`config.mk`:
```
export PLATFORM = sky130hd
export DESIGN_NAME = regfile_write_arbiter
export DESIGN_NICKNAME = d
export VERILOG_FILES = /design/src/rtl/regfile_pkg.sv /design/src/rtl/rr_arbiter.sv /design/src/rtl/regfile_write_arbiter.sv
export SDC_FILE = /design/constraint.sdc
export NUM_CORES = 1
export LEC_CHECK = 0
export CAP_MARGIN = 20
export CORE_ASPECT_RATIO = 1.4
export CORE_MARGIN = 4
export CORE_UTILIZATION = 43
export CTS_BUF_LIST = sky130_fd_sc_hd__clkbuf_16
export DETAILED_ROUTE_END_ITERATION = 16
export GPL_ROUTABILITY_DRIVEN = 0
export GPL_TIMING_DRIVEN = 0
export PLACE_DENSITY = 0.84
export SYNTH_ARGS = -nofsm -noshare
export SYNTH_HDL_FRONTEND = slang
export SYNTH_SLANG_ARGS = --single-unit
export TNS_END_PERCENT = 1
```
`constraint.sdc`:
```
create_clock -name clk -period 3.1 [get_ports clk]
set_input_delay 0.465 -clock clk [delete_from_list [all_inputs] [get_ports clk]]
set_output_delay 0.465 -clock clk [all_outputs]
set_load 0.01 [all_outputs]
```
`src/rtl/regfile_pkg.sv`:
```
// Shared constants for the register-file write path: geometry and requester IDs.
package regfile_pkg;

    localparam int unsigned DATA_W   = 20;
    localparam int unsigned ADDR_W   = 3;
    localparam int unsigned NUM_REGS = 8;

    // Requester index width; grant_id is always this wide.
    localparam int unsigned REQ_ID_W = 2;

    typedef logic [REQ_ID_W-1:0] req_id_t;

    localparam req_id_t REQ_ALU = 2'd0;
    localparam req_id_t REQ_MEM = 2'd1;
    localparam req_id_t REQ_DBG = 2'd2;

endpackage

```
`src/rtl/rr_arbiter.sv`:
```
// Round-robin arbiter: combinational winner select from valid + priority pointer,
// with the pointer register advancing past each accepted requester.
module rr_arbiter
    import regfile_pkg::*;
#(
    parameter int unsigned NUM_REQ = 3,
    parameter int unsigned IDX_W   = REQ_ID_W
) (
    input  logic               clk,
    input  logic               rst_n,
    input  logic [NUM_REQ-1:0] valid,
    input  logic               enable,
    output logic [NUM_REQ-1:0] grant,
    output logic [IDX_W-1:0]   grant_idx
);

    logic [IDX_W-1:0] ptr_q, ptr_d;
    logic [IDX_W-1:0] win_idx;
    logic             win_found;

    // Search ptr, ptr+1, ... (mod NUM_REQ); first valid requester wins.
    always_comb begin
        int unsigned cand;
        cand      = 0;
        win_found = 1'b0;
        win_idx   = '0;
        for (int unsigned k = 0; k < NUM_REQ; k++) begin
            cand = 32'(ptr_q) + k;
            if (cand >= NUM_REQ) begin
                cand = cand - NUM_REQ;
            end
            if (!win_found && valid[cand]) begin
                win_found = 1'b1;
                win_idx   = IDX_W'(cand);
            end
        end
    end

    // One-hot grant, suppressed entirely when not enabled.
    always_comb begin
        grant = '0;
        for (int unsigned i = 0; i < NUM_REQ; i++) begin
            grant[i] = enable && win_found && (win_idx == IDX_W'(i));
        end
    end

    assign grant_idx = win_idx;

    // Pointer moves to the slot after the accepted requester; holds otherwise.
    always_comb begin
        ptr_d = ptr_q;
        if (|grant) begin
            ptr_d = (win_idx == IDX_W'(NUM_REQ - 1)) ? '0 : win_idx + IDX_W'(1);
        end
    end

    // Pointer register with synchronous reset.
    always_ff @(posedge clk) begin
        if (!rst_n) begin
            ptr_q <= '0;
        end else begin
            ptr_q <= ptr_d;
        end
    end

endmodule

```
`src/rtl/regfile_write_arbiter.sv`:
```
// Shares the register-file write port between writeback requesters: round-robin
// arbitration, a registered write stage, and a per-register busy scoreboard.
module regfile_write_arbiter
    import regfile_pkg::*;
#(
    parameter int unsigned NUM_REQ  = 3,
    parameter int unsigned DATA_W   = regfile_pkg::DATA_W,
    parameter int unsigned ADDR_W   = regfile_pkg::ADDR_W,
    parameter int unsigned NUM_REGS = regfile_pkg::NUM_REGS
) (
    input  logic                      clk,
    input  logic                      rst_n,
    input  logic [NUM_REQ-1:0]        req_valid,
    input  logic [NUM_REQ*ADDR_W-1:0] req_addr,
    input  logic [NUM_REQ*DATA_W-1:0] req_data,
    output logic [NUM_REQ-1:0]        req_ready,
    input  logic                      wb_hold,
    input  logic                      rsv_valid,
    input  logic [ADDR_W-1:0]         rsv_addr,
    output logic                      reg_write,
    output logic [ADDR_W-1:0]         write_register,
    output logic [DATA_W-1:0]         write_data,
    output logic [REQ_ID_W-1:0]       grant_id,
    output logic [NUM_REGS-1:0]       busy,
    output logic                      rsv_conflict
);

    logic [REQ_ID_W-1:0] win_idx;
    logic                accept;
    logic [ADDR_W-1:0]   sel_addr;
    logic [DATA_W-1:0]   sel_data;

    logic                reg_write_q, reg_write_d;
    logic [ADDR_W-1:0]   write_register_q, write_register_d;
    logic [DATA_W-1:0]   write_data_q, write_data_d;
    logic [REQ_ID_W-1:0] grant_id_q, grant_id_d;
    logic [NUM_REGS-1:0] busy_q, busy_d;
    logic                rsv_conflict_q, rsv_conflict_d;

    rr_arbiter #(
        .NUM_REQ (NUM_REQ),
        .IDX_W   (REQ_ID_W)
    ) u_rr_arbiter (
        .clk       (clk),
        .rst_n     (rst_n),
        .valid     (req_valid),
        .enable    (~wb_hold & rst_n),
        .grant     (req_ready),
        .grant_idx (win_idx)
    );

    assign accept = |req_ready;

    // Pick the winner's address and data out of the packed request buses.
    always_comb begin
        sel_addr = '0;
        sel_data = '0;
        for (int unsigned i = 0; i < NUM_REQ; i++) begin
            if (win_idx == REQ_ID_W'(i)) begin
                sel_addr = req_addr[i*ADDR_W +: ADDR_W];
                sel_data = req_data[i*DATA_W +: DATA_W];
            end
        end
    end

    // Output stage: load on acceptance, otherwise drop the enable and hold the rest.
    always_comb begin
        reg_write_d      = accept;
        write_register_d = write_register_q;
        write_data_d     = write_data_q;
        grant_id_d       = grant_id_q;
        if (accept) begin
            write_register_d = sel_addr;
            write_data_d     = sel_data;
            grant_id_d       = win_idx;
        end
    end

    // Scoreboard: clear on the write edge, then set from reservation (set wins).
    always_comb begin
        logic clearing;
        clearing       = reg_write_q && (write_register_q == rsv_addr);
        busy_d         = busy_q;
        rsv_conflict_d = rsv_valid && busy_q[rsv_addr] && !clearing;
        if (reg_write_q) begin
            busy_d[write_register_q] = 1'b0;
        end
        if (rsv_valid) begin
            busy_d[rsv_addr] = 1'b1;
        end
    end

    // All state with synchronous active-low reset.
    always_ff @(posedge clk) begin
        if (!rst_n) begin
            reg_write_q      <= 1'b0;
            write_register_q <= '0;
            write_data_q     <= '0;
            grant_id_q       <= '0;
            busy_q           <= '0;
            rsv_conflict_q   <= 1'b0;
        end else begin
            reg_write_q      <= reg_write_d;
            write_register_q <= write_register_d;
            write_data_q     <= write_data_d;
            grant_id_q       <= grant_id_d;
            busy_q           <= busy_d;
            rsv_conflict_q   <= rsv_conflict_d;
        end
    end

    // A write still pending when reset asserts must never reach the register file.
    assign reg_write      = reg_write_q & rst_n;
    assign write_register = write_register_q;
    assign write_data     = write_data_q;
    assign grant_id       = grant_id_q;
    assign busy           = busy_q;
    assign rsv_conflict   = rsv_conflict_q;

endmodule

```
==> impl_metrics.py, run 1 <==
metrics = {
    "yosys": {
        "synth_edf_count": 0,
        "synthArstFlopShare": 0,
        "synth.yosys.warnings": 0,
        "synth_top_cell_area_share": 0.337,
        "postSynthAreaPerCell_um2": 9.20,
        "synth.top_cells.by_area": "dfxtp_1, a221oi_2, and3_1, a21oi_1, o21ai_1",
        "synth_top_area_cell": "dfxtp_1",
        "synth_top_flop_cell": "dfxtp_1",
        "syn_inst": 239,
        "synth_area_um2": 2200,
        "synth_nets": 322,
        "synth.distinct_cells": 41,
        "ys_seq_elements": 37,
        "ys_seq_area_frac": 0.337,
    },
    "clocking": {
        "cts_buffers": 5,
        "clk_pin_slew_ns": 0.05,
        "cts_root_buf": "clkbuf_16",
        "numClockSinks": 37,
        "clk_latency_ns": 0.27,
        "clk_path_buf_depth": 2,
        "hold_buffers": 0,
        "htreeDepth": 2,
        "cts_tree": "built",
    },
    "floorplanning": {
        "core-area_um2": 4920,
        "die_x_um": 68.4,
        "die-area_um2": 6340,
        "die_y_um": 92.6,
        "start_util": 0.447,
        "rows": 30,
        "ioPinCount": 117,
    },
    "global_route": {
        "antenna_found_initial": 0,
        "grt_max_degree": 11,
        "grt_overflow": 0,
        "grtUsageTotal": 0.244,
        "grt_pass1_wl_um": 11800,
        "grt_pass1_vias": 2390,
    },
    "power_and_ir_drop": {
        "internal-power_w": 0.00123,
        "seqPwrFrac": 0.313,
        "power_density_nw_per_um2": 505,
        "total_leakage_power_nw": 1.40,
        "p_sw_w": 0.000603,
        "pwr-share-comb": 0.435,
        "switching_share": 0.329,
        "ir_worst_vdd_mv": 0.373,
        "p_clk_frac": 0.252,
    },
    "worst_setup_path": {
        "crit_path_end": "req_ready[0]",
        "rr_worst_depth": 10,
        "worstSetupStartpoint": "req_valid[0]",
        "rr_startpoint": "u_rr_arbiter.ptr_q[0]",
        "rr_endpoint": "write_data[15]",
        "cp-start-kind": "input pin",
        "arrival_ns": 2.45,
        "crit_path_end_kind": "output port",
        "crit_type": "in -> out",
        "critPathMaxFanout": 10,
        "regToRegSetupSlack_ns": 0.79,
        "cp.required_ns": 2.63,
    },
    "final_layout": {
        "syn2layout_area_growth_pct": 64.7,
        "design_area_um2": 3620,
        "nNetsFinal": 448,
        "antenna_cells": 0,
        "drive_gt1_frac": 0.151,
        "fillers": 360,
        "finalNonFillerCells": 428,
    },
    "placed_design": {
        "place_area_um2": 3410,
        "dp_hpwl_um": 5760,
        "io_buffers": 113,
        "dpl.cell_count": 416,
    },
    "drt": {
        "antenna_left": 0,
        "vias": 2374,
        "drt_iter0_drc": 210,
        "vias_per_cell": 5.55,
        "wl_per_cell_um": 17.8,
        "first_pass_iters": 4,
        "drt_wl_total_um": 7610,
        "remaining_drc_errors": 0,
    },
    "timing": {
        "final_max_slew_viol_count": 0,
        "setup_violations": 0,
        "slew_headroom": 0.686,
        "hold_violations": 0,
        "fin_crit_ns": 2.91,
        "fin_crit_sh": 0.940,
        "rsz0062_at_grt": "false",
        "finalClockSkew_ns": 0.00537,
        "setup_tns_ns": 0,
        "worst_pin_slew_ns": 0.470,
        "max_freq_ghz": 0.343,
    },
    "min_path": {
        "worstHoldPathType": "reg -> reg",
    },
    "job": {
        "maxCapViolations": 0,
    },
    "outcome": {
        "status": "finished clean",
    },
}
metal layers:
metal / vias up / routed length, um / track usage
li1: 1155 / - / -
met1: 1107 / 2870 / 0.277
met2: 95 / 4010 / 0.425
met3: 17 / 476 / 0.0461
met4: 0 / 254 / 0.108
met5: - / 0 / 0
worst min path at each step:
stage	startpoint	endpoint	cells past startpoint
CTS	write_data[5]	write_data[5]	2
global route	write_data[5]	write_data[5]	2
detailed placement	write_data[5]	write_data[5]	2
finish	write_data[5]	write_data[5]	2
global placement	write_data[9]	write_data[9]	2
floorplan	u_rr_arbiter.ptr_q[1]	u_rr_arbiter.ptr_q[1]	2
cells in the mapped netlist (all sizes together) (5+ instances only):
cell type,instances
nand4,6
inv,6
nor2b,5
nand2,8
clkbuf,9
o21ai,26
nand3,12
nand2b,5
nor2,15
o31ai,5
a221oi,16
and3,16
a21boi,9
buf,11
dfxtp,37
mux2i,9
a21oi,19
cells by family after synthesis:
kind of cell | share of synthesized area
AND/OR/NAND/NOR | 0.174
flip-flops | 0.337
multiplexers | 0.0671
buffers and inverters | 0.0592
adder cells (fa/ha/maj) | 0.0228
AO/OA/AOI/OAI | 0.328
XOR/XNOR | 0.0119
critical path, stage by stage:
cell,delay [ns]
clkdlybuf4s50_1,0.50
mux2i_4,0.26
o32a_1,0.31
o32a_4,0.22
buf_6,0.14
nand2_1,0.07
nor2_1,0.18
dlygate4sd2_1,0.30
stage by stage:
stage / setup WS [ns] / utilization / hold WS (ns) / total power (W)
2_1_floorplan: 0.802 / - / 0.490 / 0.00103
3_3_place_gp: -0.180 / 0.694 / 0.462 / 0.00132
3_5_place_dp: -0.217 / 0.694 / 0.465 / 0.00133
4_1_cts: 0.0112 / 0.732 / 0.473 / 0.00182
5_1_grt: 0.0698 / 0.737 / 0.491 / 0.00192
6_report: 0.186 / 0.737 / 0.477 / 0.00183
cells in the final DEF (no fill, tap or decap), types with 8 or more instances in the layout:
master           netlist  final
o21ai_0                8      8
buf_4                  1      8
clkdlybuf4s50_1        0    109
and3_1                16     16
nor2_1                13     13
dfxtp_1               37     36
clkbuf_1               8      8
nand3_1               12     12
a221oi_2              14     14
nand2_1                8      8
o21ai_1               18     18
a21boi_0               8      8
a21oi_1               19     19
mux2i_1                8      8
sequential cells by signal, summed over array words and instances, names as in the netlist:
name and count:
busy 8, write_register 3, u_rr_arbiter.ptr_q 2, grant_id 2, rsv_conflict 1, reg_write_q 1
write_data 20
final cells by class:
| class | instances | area [um^2] | share of cell area |
|---|---|---|---|
| Sequential cell | 37 | 742 | 0.205 |
| Clock buffer | 5 | 125 | 0.0345 |
| Buffer | 20 | 110 | 0.0304 |
| Multi-Input combinational cell | 176 | 1360 | 0.375 |
| Tap cell | 64 | 80.1 | 0.0221 |
| Inverter | 6 | 22.5 | 0.00622 |
| Clock inverter | 1 | 5.00 | 0.00138 |
| Timing Repair Buffer | 119 | 1180 | 0.325 |
power groups by stage:
stage | Sequential (W) | Combinational [W] | Clock [W]
finish | 0.000573 | 0.000796 | 0.000460
global route | 0.000578 | 0.000855 | 0.000490
floorplan | 0.000595 | 0.000432 | 0
global placement | 0.000577 | 0.000747 | 0
CTS | 0.000570 | 0.000784 | 0.000467
detailed placement | 0.000578 | 0.000755 | 0
repair_timing:
item / CTS / global route
resized for setup: 6 / 5
setup endpoints to repair: 3 / 1
hold endpoints to repair: 0 / 0
pin swaps: 2 / 0
buffers inserted: 5 / 1
No activity file was read; power rests on OpenSTA's default activity.
==> inputs of run 2 (changes only) <==
Settings changed: CAP_MARGIN 20 to 25.
==> results of run 2 <==
Final layout, timing and power as in run 1 (identical DEF).
==> variant 1, RTL diff (config.mk and constraints of run 1) <==
Make the reset (`rst_n`) asynchronous in 2 clocked blocks. Comments in the files are not updated.
--- a/src/rtl/rr_arbiter.sv
+++ b/src/rtl/rr_arbiter.sv
@@ -56,5 +56,5 @@
 
     // Pointer register with synchronous reset.
-    always_ff @(posedge clk) begin
+    always_ff @(posedge clk or negedge rst_n) begin
         if (!rst_n) begin
             ptr_q <= '0;
--- a/src/rtl/regfile_write_arbiter.sv
+++ b/src/rtl/regfile_write_arbiter.sv
@@ -92,5 +92,5 @@
 
     // All state with synchronous active-low reset.
-    always_ff @(posedge clk) begin
+    always_ff @(posedge clk or negedge rst_n) begin
         if (!rst_n) begin
             reg_write_q      <= 1'b0;
Behaviour: differs if rst_n is asserted again (counterexample within 4 cycles, from zero or initial values and one cycle with rst_n low); with rst_n held inactive, the same outputs for 10 cycles.
==> variant 1 against run 1 <==
Sequential cell count unchanged; critical path depth up 1; clock skew down 0.0024 ns; synthesized area up 9.0%; wire length up 6.4%; setup slack worse by 0.037 ns; design area up 6.1%; critical path type is now flip-flop to output port; critical endpoint is now req_ready[1].
Power is not compared: it rests on default switching activity, and its combinational part moved more than twofold at a synthesized area within 25%.
==> variant 1: results (changes against run 1) <==
<table>
<tr><th>Metric</th><th>Value</th></tr>
<tr><th colspan="2">GRT</th></tr>
<tr><td>Met3 GRT Util</td><td>0.0303 (-0.0158)</td></tr>
<tr><td>Pin count of the biggest net entering global routing</td><td>40 (+29)</td></tr>
<tr><td>Routing usage on met1</td><td>0.254 (-0.0232)</td></tr>
<tr><td>Total global routing track utilization</td><td>0.231 (-0.0136)</td></tr>
<tr><th colspan="2">Placement</th></tr>
<tr><td>HPWL reported at the end of detailed placement</td><td>6100 um (+6.0%)</td></tr>
<tr><td>Number of port buffers</td><td>114 (+0.88%)</td></tr>
<tr><th colspan="2">Route</th></tr>
<tr><td>Total detailed-routing wirelength</td><td>8090 um (+6.4%)</td></tr>
<tr><td>Vias per inst</td><td>5.79 (+4.4%)</td></tr>
<tr><td>Initial DRC Count</td><td>131 (-38%)</td></tr>
<tr><td>Met2 wirelength from detailed routing</td><td>4440 um (+11%)</td></tr>
<tr><th colspan="2">Yosys</th></tr>
<tr><td>List of most frequent post-synthesis cells</td><td>37 x sky130_fd_sc_hd__dfrtp_1, 28 x sky130_fd_sc_hd__nand2_1, 28 x sky130_fd_sc_hd__nor2_1, 24 x sky130_fd_sc_hd__nor3_1, 22 x sky130_fd_sc_hd__o311ai_0</td></tr>
<tr><td>Distinct cell type count after synthesis</td><td>43 (+4.9%)</td></tr>
<tr><td>Cell types with the largest area share after synthesis</td><td>sky130_fd_sc_hd__dfrtp_1 39%, sky130_fd_sc_hd__o31ai_2 10%, sky130_fd_sc_hd__o311ai_0 8.0%</td></tr>
<tr><td>Async SR Flop Fraction</td><td>1.00 (+1.00)</td></tr>
<tr><th colspan="2">Setup path</th></tr>
<tr><td>Critical Path Source Type</td><td>flip-flop</td></tr>
<tr><td>Delay of the slowest cell on the worst path</td><td>0.43 ns (-0.07 ns)</td></tr>
<tr><td>Worst-case reg-to-reg path depth</td><td>8 (-2)</td></tr>
<tr><td>Arrival time reported for the critical path endpoint</td><td>2.49 ns (+0.04 ns)</td></tr>
<tr><td>Destination of the critical timing path</td><td>req_ready[1]</td></tr>
<tr><td>End of the worst register-to-register path</td><td>write_data[13]$_DFFE_PN0P_</td></tr>
<tr><th colspan="2">Finish</th></tr>
<tr><td>Number of filler instances in the final layout</td><td>416 (+16%)</td></tr>
<tr><td>Net count of the finished layout</td><td>454 (+1.3%)</td></tr>
<tr><td>Ratio of cells with drive above 1 in the final layout</td><td>0.167 (+0.0156)</td></tr>
<tr><th colspan="2">Worst hold path</th></tr>
<tr><td>Kind of path behind the tightest hold check</td><td>input port to async pin</td></tr>
<tr><th colspan="2">Outcome</th></tr>
<tr><td>Status</td><td>finished clean</td></tr>
</table>
-- variant 1: cell types whose count changed after synthesis, moves of 20 or more --
cell,before,now
sky130_fd_sc_hd__o311ai_0,0,22
sky130_fd_sc_hd__nand2_1,8,28
sky130_fd_sc_hd__o31ai_2,0,20
sky130_fd_sc_hd__nor3_1,3,24
sky130_fd_sc_hd__dfxtp_1,37,0
sky130_fd_sc_hd__dfrtp_1,0,37
-- variant 1: critical path, delay by kind of cell, from the launching register on --
family                   cells  cell delay, ns
multiplexers                 1            0.31
AND/OR/NAND/NOR              2            0.27
AO/OA/AOI/OAI                1            0.43
flip-flops                   1            0.43
adder cells (fa/ha/maj)      1            0.20
buffers and inverters        4            0.55
-- variant 1: area by class of cell --
cell class | count | area, um^2 | area share
tap | 66 | 82.6 | 0.0215
clock inverter | 3 | 13.8 | 0.00358
clock buffer | 5 | 125 | 0.0325
timing repair buffer | 118 | 1170 | 0.304
inverter | 6 | 22.5 | 0.00586
buffer | 18 | 118 | 0.0306
multi-input combinational | 185 | 1390 | 0.361
sequential | 37 | 926 | 0.241
-- variant 1: what timing repair did --
item                       CTS  global route
resized for setup            6            13
setup endpoints to repair    3             3
pin swaps                    2             3
buffers inserted             4             0
-- variant 1: how the worst min path moves through the flow --
stage | start | to
after global routing | rst_n | write_data[5]$_DFFE_PN0P_
after floorplan | rst_n | busy[0]$_DFF_PN0_
after detailed placement | write_data[2]$_DFFE_PN0P_ | write_data[2]$_DFFE_PN0P_
after global placement | write_data[7]$_DFFE_PN0P_ | write_data[7]$_DFFE_PN0P_
final | rst_n | write_data[5]$_DFFE_PN0P_
after CTS | rst_n | write_data[5]$_DFFE_PN0P_
-- variant 1: cells by family after synthesis --
logic type	synth area share
adder cells (fa/ha/maj)	0.0209
flip-flops	0.386
XOR/XNOR	0.0110
buffers and inverters	0.0632
AO/OA/AOI/OAI	0.302
AND/OR/NAND/NOR	0.184
multiplexers	0.0334
-- variant 1: through the flow --
| step | instance area, um^2 | hold WS (ns) | setup slack (ns) | utilization | total power [W] |
|---|---|---|---|---|---|
| 2_1_floorplan | 2400 | 0.169 | 0.648 | - | 0.00219 |
| 3_3_place_gp | 3620 | 0.463 | -1.34 | 0.686 | 0.00302 |
| 3_5_place_dp | 3620 | 0.469 | -0.243 | 0.685 | 0.00308 |
| 4_1_cts | 3810 | 0.329 | -0.122 | 0.723 | 0.00364 |
| 5_1_grt | 3840 | 0.228 | 0.0801 | 0.729 | 0.00390 |
| 6_report | 3840 | 0.190 | 0.149 | 0.729 | 0.00367 |
-- variant 1: report_power, final --
part           switching [W]  internal, W  total, W  leakage (nW)
Combinational        0.00121      0.00110   0.00232          1.03
Clock               0.000190     0.000292  0.000481        0.0748
Sequential          0.000167     0.000710  0.000877         0.439
Total                0.00157      0.00210   0.00367          1.55
==> variant 2, RTL diff (flow settings as in run 1) <==
Without the edit above. `NUM_REQ` is set to 3 in 2 places; all go to 6.
--- a/src/rtl/rr_arbiter.sv
+++ b/src/rtl/rr_arbiter.sv
@@ -4,5 +4,5 @@
     import regfile_pkg::*;
 #(
-    parameter int unsigned NUM_REQ = 3,
+    parameter int unsigned NUM_REQ = 6,
     parameter int unsigned IDX_W   = REQ_ID_W
 ) (
--- a/src/rtl/regfile_write_arbiter.sv
+++ b/src/rtl/regfile_write_arbiter.sv
@@ -4,5 +4,5 @@
     import regfile_pkg::*;
 #(
-    parameter int unsigned NUM_REQ  = 3,
+    parameter int unsigned NUM_REQ  = 6,
     parameter int unsigned DATA_W   = regfile_pkg::DATA_W,
     parameter int unsigned ADDR_W   = regfile_pkg::ADDR_W,
Ports: changed (resized req_addr, req_data, req_ready and req_valid); port bits go from 117 to 192. No check against the original RTL was run, so the function may have changed too.
==> variant 2 against run 1 <==
The run now ends with negative setup slack left; non-clock buffer count rose by 62; synthesized area rose by 30%; sequential cell count did not move; design area rose by 35%; wire length rose by 43%; power rose by 22%; setup slack got worse by 0.53 ns; critical path depth rose by 6; critical endpoint is now req_ready[2].
==> variant 2: results (changes against run 1) <==
<table>
<tr><th>Metric</th><th>Value</th></tr>
<tr><th colspan="2">Outcome</th></tr>
<tr><td>Status</td><td>finished, violations left</td></tr>
<tr><td>Violations in the final reports</td><td>negative setup slack</td></tr>
<tr><th colspan="2">Worst hold path</th></tr>
<tr><td>Hold-critical path endpoint</td><td>grant_id[0]$_SDFFE_PN0P_</td></tr>
<tr><td>Min-delay src</td><td>grant_id[0]$_SDFFE_PN0P_</td></tr>
<tr><th colspan="2">Setup path</th></tr>
<tr><td>Arrival time reported for the critical path endpoint</td><td>2.98 ns (+0.53 ns)</td></tr>
<tr><td>Worst-path fanout max</td><td>3 (-7)</td></tr>
<tr><td>Crit-path slowest cell</td><td>sky130_fd_sc_hd__mux4_2</td></tr>
<tr><td>Destination of the critical timing path</td><td>req_ready[2]</td></tr>
<tr><th colspan="2">Route</th></tr>
<tr><td>Routed via count</td><td>3,355 (+41%)</td></tr>
<tr><td>Total detailed-routing wirelength</td><td>10,900 um (+43%)</td></tr>
<tr><td>Total iterations of the first detailed-routing run</td><td>5 (+1)</td></tr>
<tr><td>Initial DRC Count</td><td>231 (+10%)</td></tr>
<tr><th colspan="2">Finish</th></tr>
<tr><td>Number of filler instances in the final layout</td><td>445 (+24%)</td></tr>
<tr><td>Ratio of cells with drive above 1 in the final layout</td><td>0.237 (+0.0858)</td></tr>
<tr><th colspan="2">Timing</th></tr>
<tr><td>Least setup slack across all paths after layout</td><td>-0.341 ns (-0.527 ns)</td></tr>
<tr><td>Worst slack on hold paths</td><td>0.454 ns (-0.0233 ns)</td></tr>
<tr><td>Pin slew with the least headroom to its limit</td><td>0.612 ns (+0.142 ns)</td></tr>
<tr><td>Worst Clk Skew</td><td>0.00421 ns (-0.00115 ns)</td></tr>
<tr><td>Final number of setup-violating endpoints</td><td>6 (+6)</td></tr>
<tr><th colspan="2">Power and ir drop</th></tr>
<tr><td>Power density normalized to cell area</td><td>454 nW/um^2 (-10%)</td></tr>
<tr><td>Cell Int Power</td><td>0.00147 W (+20%)</td></tr>
<tr><td>Sequential-cell power consumption</td><td>0.000592 W (+3%)</td></tr>
<tr><td>Clock Power</td><td>0.000599 W (+30%)</td></tr>
<tr><th colspan="2">CTS</th></tr>
<tr><td>Post-CTS Setup Inserts</td><td>27 (+22)</td></tr>
<tr><th colspan="2">Yosys</th></tr>
<tr><td>Synth Net Count</td><td>472 (+47%)</td></tr>
<tr><th colspan="2">GRT</th></tr>
<tr><td>First-pass GRT wire length</td><td>17,000 um (+44%)</td></tr>
<tr><th colspan="2">Placement</th></tr>
<tr><td>Number of port buffers</td><td>142 (+26%)</td></tr>
</table>
==> variant 2: layer usage <==
layer	global-route usage	up-vias	part of all wire
li1	-	1557	-
met1	0.294	1605	0.38
met2	0.458	171	0.53
met3	0.0581	22	0.076
met4	0.105	0	0.022
met5	0	-	0
==> variant 2: cell families (layout without fill, tap and decap cells) <==
logic type               after synthesis  in the layout  share of synthesized area
adder cells (fa/ha/maj)                3              3                     0.0132
XOR/XNOR                               3              3                    0.00921
multiplexers                          40             40                      0.168
AO/OA/AOI/OAI                        102            102                      0.314
AND/OR/NAND/NOR                      100            100                      0.171
buffers and inverters                 33            213                     0.0653
flip-flops                            37             37                      0.260
==> variant 2: layout make-up <==
type | count | area, um^2 | area share
inverter | 4 | 20.0 | 0.00408
clock buffer | 5 | 125 | 0.0255
clock inverter | 3 | 46.3 | 0.00943
buffer | 27 | 186 | 0.0380
timing repair buffer | 174 | 1670 | 0.341
multi-input combinational | 248 | 2020 | 0.412
tap | 72 | 90.1 | 0.0184
sequential | 37 | 743 | 0.151
